===== src/rtl/microwave_ctrl_pkg.sv =====
// microwave_ctrl_pkg: shared state encoding for the microwave sequencer and its bench
package microwave_ctrl_pkg;

    typedef enum logic [2:0] {
        ST_INIT  = 3'd0,
        ST_IDLE  = 3'd1,
        ST_SET   = 3'd2,
        ST_COOK  = 3'd3,
        ST_PAUSE = 3'd4,
        ST_DONE  = 3'd5
    } state_t;

endpackage


===== src/rtl/microwave_ctrl_tick_prescaler.sv =====
// tick_prescaler: divides clk down to the timer decrement rate, holding its count while not running
module tick_prescaler #(
    parameter int TICK_DIV = 50_000_000
) (
    input  logic clk,
    input  logic clear_n,
    input  logic i_run,
    input  logic i_clear,
    output logic o_tick
);

    localparam int W = $clog2(TICK_DIV);
    localparam logic [W-1:0] LAST = W'(TICK_DIV - 1);

    logic [W-1:0] r_cnt;

    assign o_tick = (r_cnt == LAST);

    // count 0..TICK_DIV-1 while running; the terminal count marks the tick and wraps
    always_ff @(posedge clk) begin
        if (!clear_n || i_clear)
            r_cnt <= '0;
        else if (i_run)
            r_cnt <= o_tick ? '0 : r_cnt + 1'b1;
    end

endmodule


===== src/rtl/microwave_ctrl.sv =====
// microwave_ctrl: sequences keypad, start/stop and door inputs into timer, magnetron and beep controls
module microwave_ctrl
    import microwave_ctrl_pkg::*;
#(
    parameter int TICK_DIV   = 50_000_000,
    parameter int BEEP_TICKS = 3
) (
    input  logic       clk,
    input  logic       clear_n,
    input  logic       key_valid,
    input  logic [3:0] key_code,
    input  logic       start,
    input  logic       stop,
    input  logic       door_closed,
    input  logic       timer_zero,
    output logic [3:0] timer_data,
    output logic       timer_load,
    output logic       timer_enable,
    output logic       timer_clear,
    output logic       mag_on,
    output logic       beep,
    output logic [2:0] state
);

    localparam int BW = $clog2(BEEP_TICKS + 1);
    localparam logic [BW-1:0] BEEP_LAST = BW'(BEEP_TICKS - 1);

    state_t          r_state;
    state_t          w_next;
    logic            r_key_prev, r_start_prev, r_stop_prev;
    logic [3:0]      r_data;
    logic            r_load, r_enable, r_clear, r_mag, r_beep;
    logic [BW-1:0]   r_beep_cnt;
    logic [3:0]      w_data;
    logic            w_load, w_enable, w_clear;
    logic            w_key_evt, w_start_evt, w_stop_evt;
    logic            w_tick, w_psc_run, w_psc_clear;

    assign w_key_evt   = key_valid & ~r_key_prev;
    assign w_start_evt = start & ~r_start_prev;
    assign w_stop_evt  = stop & ~r_stop_prev;

    assign timer_data   = r_data;
    assign timer_load   = r_load;
    assign timer_enable = r_enable;
    assign timer_clear  = r_clear;
    assign mag_on       = r_mag;
    assign beep         = r_beep;
    assign state        = r_state;

    // the prescaler freezes on the cycle cooking is interrupted so a resume continues the same second;
    // it restarts from zero on entry to COOK from SET and on entry to DONE
    assign w_psc_run   = (r_state == ST_DONE) || (r_state == ST_COOK && w_next == ST_COOK);
    assign w_psc_clear = !(r_state inside {ST_COOK, ST_PAUSE, ST_DONE}) ||
                         (r_state == ST_COOK && w_next == ST_DONE);

    tick_prescaler #(
        .TICK_DIV (TICK_DIV)
    ) u_prescaler (
        .clk     (clk),
        .clear_n (clear_n),
        .i_run   (w_psc_run),
        .i_clear (w_psc_clear),
        .o_tick  (w_tick)
    );

    // next state and the single timer command for this cycle; event priority is encoded by branch order
    always_comb begin
        w_next   = r_state;
        w_data   = r_data;
        w_load   = 1'b0;
        w_enable = 1'b0;
        w_clear  = 1'b0;
        unique case (r_state)
            ST_INIT: begin
                w_clear = 1'b1;
                w_next  = ST_IDLE;
            end
            ST_IDLE: begin
                if (w_key_evt) begin
                    w_load = 1'b1;
                    w_data = key_code;
                    w_next = ST_SET;
                end
            end
            ST_SET: begin
                if (w_stop_evt) begin
                    w_clear = 1'b1;
                    w_next  = ST_IDLE;
                end else if (w_start_evt) begin
                    if (door_closed && !timer_zero)
                        w_next = ST_COOK;
                end else if (w_key_evt) begin
                    w_load = 1'b1;
                    w_data = key_code;
                end
            end
            ST_COOK: begin
                if (timer_zero)
                    w_next = ST_DONE;
                else if (!door_closed || w_stop_evt)
                    w_next = ST_PAUSE;
                else
                    w_enable = w_tick;
            end
            ST_PAUSE: begin
                if (w_stop_evt) begin
                    w_clear = 1'b1;
                    w_next  = ST_IDLE;
                end else if (w_start_evt && door_closed) begin
                    w_next = ST_COOK;
                end
            end
            ST_DONE: begin
                if (w_stop_evt || !door_closed || (w_tick && r_beep_cnt == BEEP_LAST))
                    w_next = ST_IDLE;
            end
            default: w_next = ST_INIT;
        endcase
    end

    // register state, outputs and button history so every output is glitch-free
    always_ff @(posedge clk) begin
        if (!clear_n) begin
            r_state      <= ST_INIT;
            r_data       <= '0;
            r_load       <= 1'b0;
            r_enable     <= 1'b0;
            r_clear      <= 1'b0;
            r_mag        <= 1'b0;
            r_beep       <= 1'b0;
            r_key_prev   <= 1'b0;
            r_start_prev <= 1'b0;
            r_stop_prev  <= 1'b0;
        end else begin
            r_state      <= w_next;
            r_data       <= w_data;
            r_load       <= w_load;
            r_enable     <= w_enable;
            r_clear      <= w_clear;
            r_mag        <= (w_next == ST_COOK);
            r_beep       <= (w_next == ST_DONE);
            r_key_prev   <= key_valid;
            r_start_prev <= start;
            r_stop_prev  <= stop;
        end
    end

    // count elapsed ticks of the end-of-cook beep; idle at zero outside DONE
    always_ff @(posedge clk) begin
        if (!clear_n || r_state != ST_DONE)
            r_beep_cnt <= '0;
        else if (w_tick)
            r_beep_cnt <= r_beep_cnt + 1'b1;
    end

endmodule

===== config.mk =====
export PLATFORM = sky130hd
export DESIGN_NAME = microwave_ctrl
export DESIGN_NICKNAME = d
export VERILOG_FILES = /design/src/rtl/microwave_ctrl_pkg.sv /design/src/rtl/microwave_ctrl_tick_prescaler.sv /design/src/rtl/microwave_ctrl.sv
export SDC_FILE = /design/constraint.sdc
export NUM_CORES = 1
export LEC_CHECK = 0
export ABC_CLOCK_PERIOD_IN_PS = 7400
export CELL_PAD_IN_SITES_DETAIL_PLACEMENT = 0
export CELL_PAD_IN_SITES_GLOBAL_PLACEMENT = 1
export CORE_MARGIN = 3
export CORE_UTILIZATION = 46
export DETAILED_ROUTE_END_ITERATION = 16
export MAX_ROUTING_LAYER = met4
export PLACE_DENSITY = 0.82
export SLEW_MARGIN = 10
export SYNTH_ARGS = -nofsm -noshare
export SYNTH_HDL_FRONTEND = slang
export SYNTH_HIERARCHICAL = 1
export SYNTH_SLANG_ARGS = --single-unit

===== constraint.sdc =====
create_clock -name clk -period 7.4 [get_ports clk]
set_clock_uncertainty 0.2 [all_clocks]
set_input_delay 1.48 -clock clk [delete_from_list [all_inputs] [get_ports clk]]
set_output_delay 1.48 -clock clk [all_outputs]
set_load 0.05 [all_outputs]

==> summary.txt <==
STA
  • Final-report setup violation count: 0
  • Least-Margin Pin Slew: 0.795 ns
  • Setup_tns: 0 ns
  • RSZ-0062 raised after global routing: false
  • Final Critical Period: 4.61 ns
  • Peak Freq: between 0.2 and 0.25 GHz
  • Final period utilization: 62.3%
  • Final hold violation count: 0
  • Headroom to the max-slew limit: about 47%
  • Max Slew Vio Count: 0

Pwr
  • Pleak: 0.787 nW
  • Power consumption: 0.000464 W
  • Power per Cell Area: 184 nW/µm²
  • Worst VDD drop: 0.103 mV

Worst hold path
  • Hold Path Origin: timer_data[1]
  • Hold Path Sink: timer_data[1]
  • Hold Path Class: flip-flop to flip-flop
  • Hold Path Depth: 2

Setup path
  • Worst Reg-to-Reg Cells: 8
  • CP Class: primary input to flip-flop
  • Critical path cell sequence: clkdlybuf4s50_1 > nor2b_1 > or4b_1 > a21boi_0 > nand4_1 > or4_4 > nor4_2 > xnor2_1 > nor2_1
  • Worst path arrival time: 4.59 ns
  • Worst EP required: 7.38 ns
  • Worst R2R Setup Slack: between 3 and 4 ns
  • CP delay by family, top: simple AND/OR/NAND/NOR gates
  • Critical R2R Launch: state[1]
  • CP Max Fanout: 8
  • Worst setup EP type: flip-flop
  • Reg2reg end: u_prescaler/r_cnt[24]
  • Max incr delay on CP: 0.66 ns
  • Worst setup SP type: primary input
  • CP max stage cell: a21boi_0
  • Critical path buffers and inverters: 1

Synthesis
  • Syn avg cell area: 8.97 µm²
  • #FFs+latches synth: between 40 and 50
  • Yosys Warn Count: 6
  • Syn_nets: around 260
  • Area of the mapped netlist: 2190 µm²
  • Most frequent cells after synthesis: dfxtp_1 (43), nand2_1 (26), nor2_1 (23)
  • Synth Area in Compound Gates: approximately 11%
  • Synth Area in XOR/XNOR: 7.20%
  • Top-count cell post-synth: dfxtp_1
  • Adder-Cell Fraction of Synth Area: around 2.2%
  • Main combinational cell family by area after synthesis: simple AND/OR/NAND/NOR gates
  • Synth top area cells: dfxtp_1 (39%), xor2_1 (6.0%), nand2_1 (4.5%)
  • Simple-gate share of the synthesized area: 34.8%
  • Synth async-reset ratio: 0%
  • Yosys cell types: 57
  • Post-synth top area cell: dfxtp_1
  • Main synth FF type: dfxtp_1
  • Synth top area share: between 30% and 40%
  • Number of synthesized flops with an enable pin: 0
  • Post-synthesis mux area share: 1.83%
  • Sequential area share after synthesis: 39.3%
  • Cells after synthesis: 244

Drt
  • Via count: 1777
  • DRC viols: 0
  • Routed WL: approximately 4600 µm
  • Post-DRT Antenna Nets: 0
  • Drt pass-1 iters: 4
  • Wire length per cell: 14.5 µm
  • DR vias/cell: approximately 5.6
  • Detailed Route Iter0 Violations: 156

Final layout
  • Share of cells above drive strength 1: under 10%
  • Nets: 278
  • Antenna diodes: 0
  • Fillers: 419
  • Area Growth Syn to Fin: 15.4%

Die
  • Core Rows: 24
  • Die area: 5620 µm²
  • Die width: 75.0 µm
  • Core area: 4470 µm²
  • Initial core utilization: 48.9%
  • I/O pins: 23
  • Die H: 75.0 µm

Global routing
  • Vias in the first global route: 1623
  • GR Overflow Total: 0
  • Largest net degree at the start of global routing: 21
  • Global-route usage over all layers: 19.1%
  • First-pass GRT wire length: 7940 µm
  • Initial antenna violation count: 0

Clock network
  • Clock transition at path regs: 0.08 ns
  • Post-CTS Setup Bufs: 0
  • Clock sink count: between 40 and 50
  • CTS Buf Count: 5
  • H-tree depth reported by CTS: 2
  • Clk Latency, worst-skew pair: 0.29 ns
  • Post-cts gate resize count: 0
  • Clk buf depth: 2
  • Root Buffer: clkbuf_8
  • CTS tree: built
  • CTS Hold Bufs: 0

Place
  • DPL Wire Length: between 3000 and 4000 µm
  • Routability cong.: 0.867
  • Port bufs: 22

Run status
  • Status: complete, no violations

Job
  • Number of max-cap violations: 0
[cell usage in the layout (no fill, tap or decap), types with 4 or more instances in the layout]
cell type and count:
nor2b_1 4, mux2i_1 4, dfxtp_1 43, nand2b_1 5, and2_1 4, a21oi_1 10
nor3_1 8, clkbuf_8 5, a31oi_1 4, inv_1 6, nor2_1 23, xor2_1 15
clkdlybuf4s50_1 22, o21ai_0 5, nand4_1 8, nand2_1 26, nand3_1 18
[how the worst max path moves through the flow]
stage          start                    end  slack, ns  cells after the start
3_3_place_gp    stop  u_prescaler/r_cnt[24]       2.58                      9
6_report        stop  u_prescaler/r_cnt[24]       2.79                      9
4_1_cts         stop  u_prescaler/r_cnt[24]       2.84                      9
3_5_place_dp    stop  u_prescaler/r_cnt[24]       2.52                      9
2_1_floorplan   stop  u_prescaler/r_cnt[24]       3.59                      9
5_1_grt         stop  u_prescaler/r_cnt[24]       2.44                      9
[sequential cells by signal, indices dropped and copies added (netlist names)]
name	flops
timer_enable	1
timer_load	1
timer_data	4
beep	1
timer_clear	1
r_key_prev	1
u_prescaler/r_cnt	26
r_stop_prev	1
r_start_prev	1
state	3
r_beep_cnt	2
mag_on	1
[stage by stage]
step	worst slack, ns	util [%]	std cells	instance area (µm²)	hold WS, ns
finish	2.79	56.4	316	2520	0.263
global placement	2.58	54.1	309	2420	0.247
detailed placement	2.52	54.1	309	2420	0.246
CTS	2.84	56.4	316	2520	0.266
global route	2.44	56.4	316	2520	0.276
floorplan	3.59	-	244	2190	0.273
[kinds of logic after synthesis]
family                     after synthesis
and+or+nand+nor                        127
muxes                                    4
DFF                                     43
AOI/OAI and AO/OA                       32
buffers and inverters                   16
xor gates and xnor gates                18
adders and majority gates                4
[layer usage]
layer | share of wire (%) | global-route usage, % | wire length [µm]
met1 | 52 | 27.8 | 2400
met2 | 41 | 25.8 | 1900
met3 | 5.3 | 4.54 | 244
met4 | 1.0 | 6.13 | 46
met5 | 0 | - | 0
[final cells by class]
cell class	instances	area [µm²]	share of cell area, %
clock inverters	2	37.5	1.49
well taps	52	65.1	2.58
inverters	7	26.3	1.04
flip-flops and latches	43	861	34.1
multi-input cells	185	1250	49.4
repair buffers	22	220	8.72
clock buffers	5	68.8	2.73
[power by group]
part | leakage, nW | switching, W | total, W | internal [W]
sequential | 0.348 | 0.00000559 | 0.000241 | 0.000235
combinational | 0.388 | 0.0000258 | 0.0000455 | 0.0000197
clock | 0.0502 | 0.0000787 | 0.000177 | 0.0000987
[worst register-to-register path: cells and delay by family, from the launching register on]
kind,cells,cell delay [ns]
AO/OA/AOI/OAI,1,0.66
XOR/XNOR,1,0.15
AND/OR/NAND/NOR,6,1.86
flip-flops,1,0.57
No activity file was read; power rests on OpenSTA's default activity.
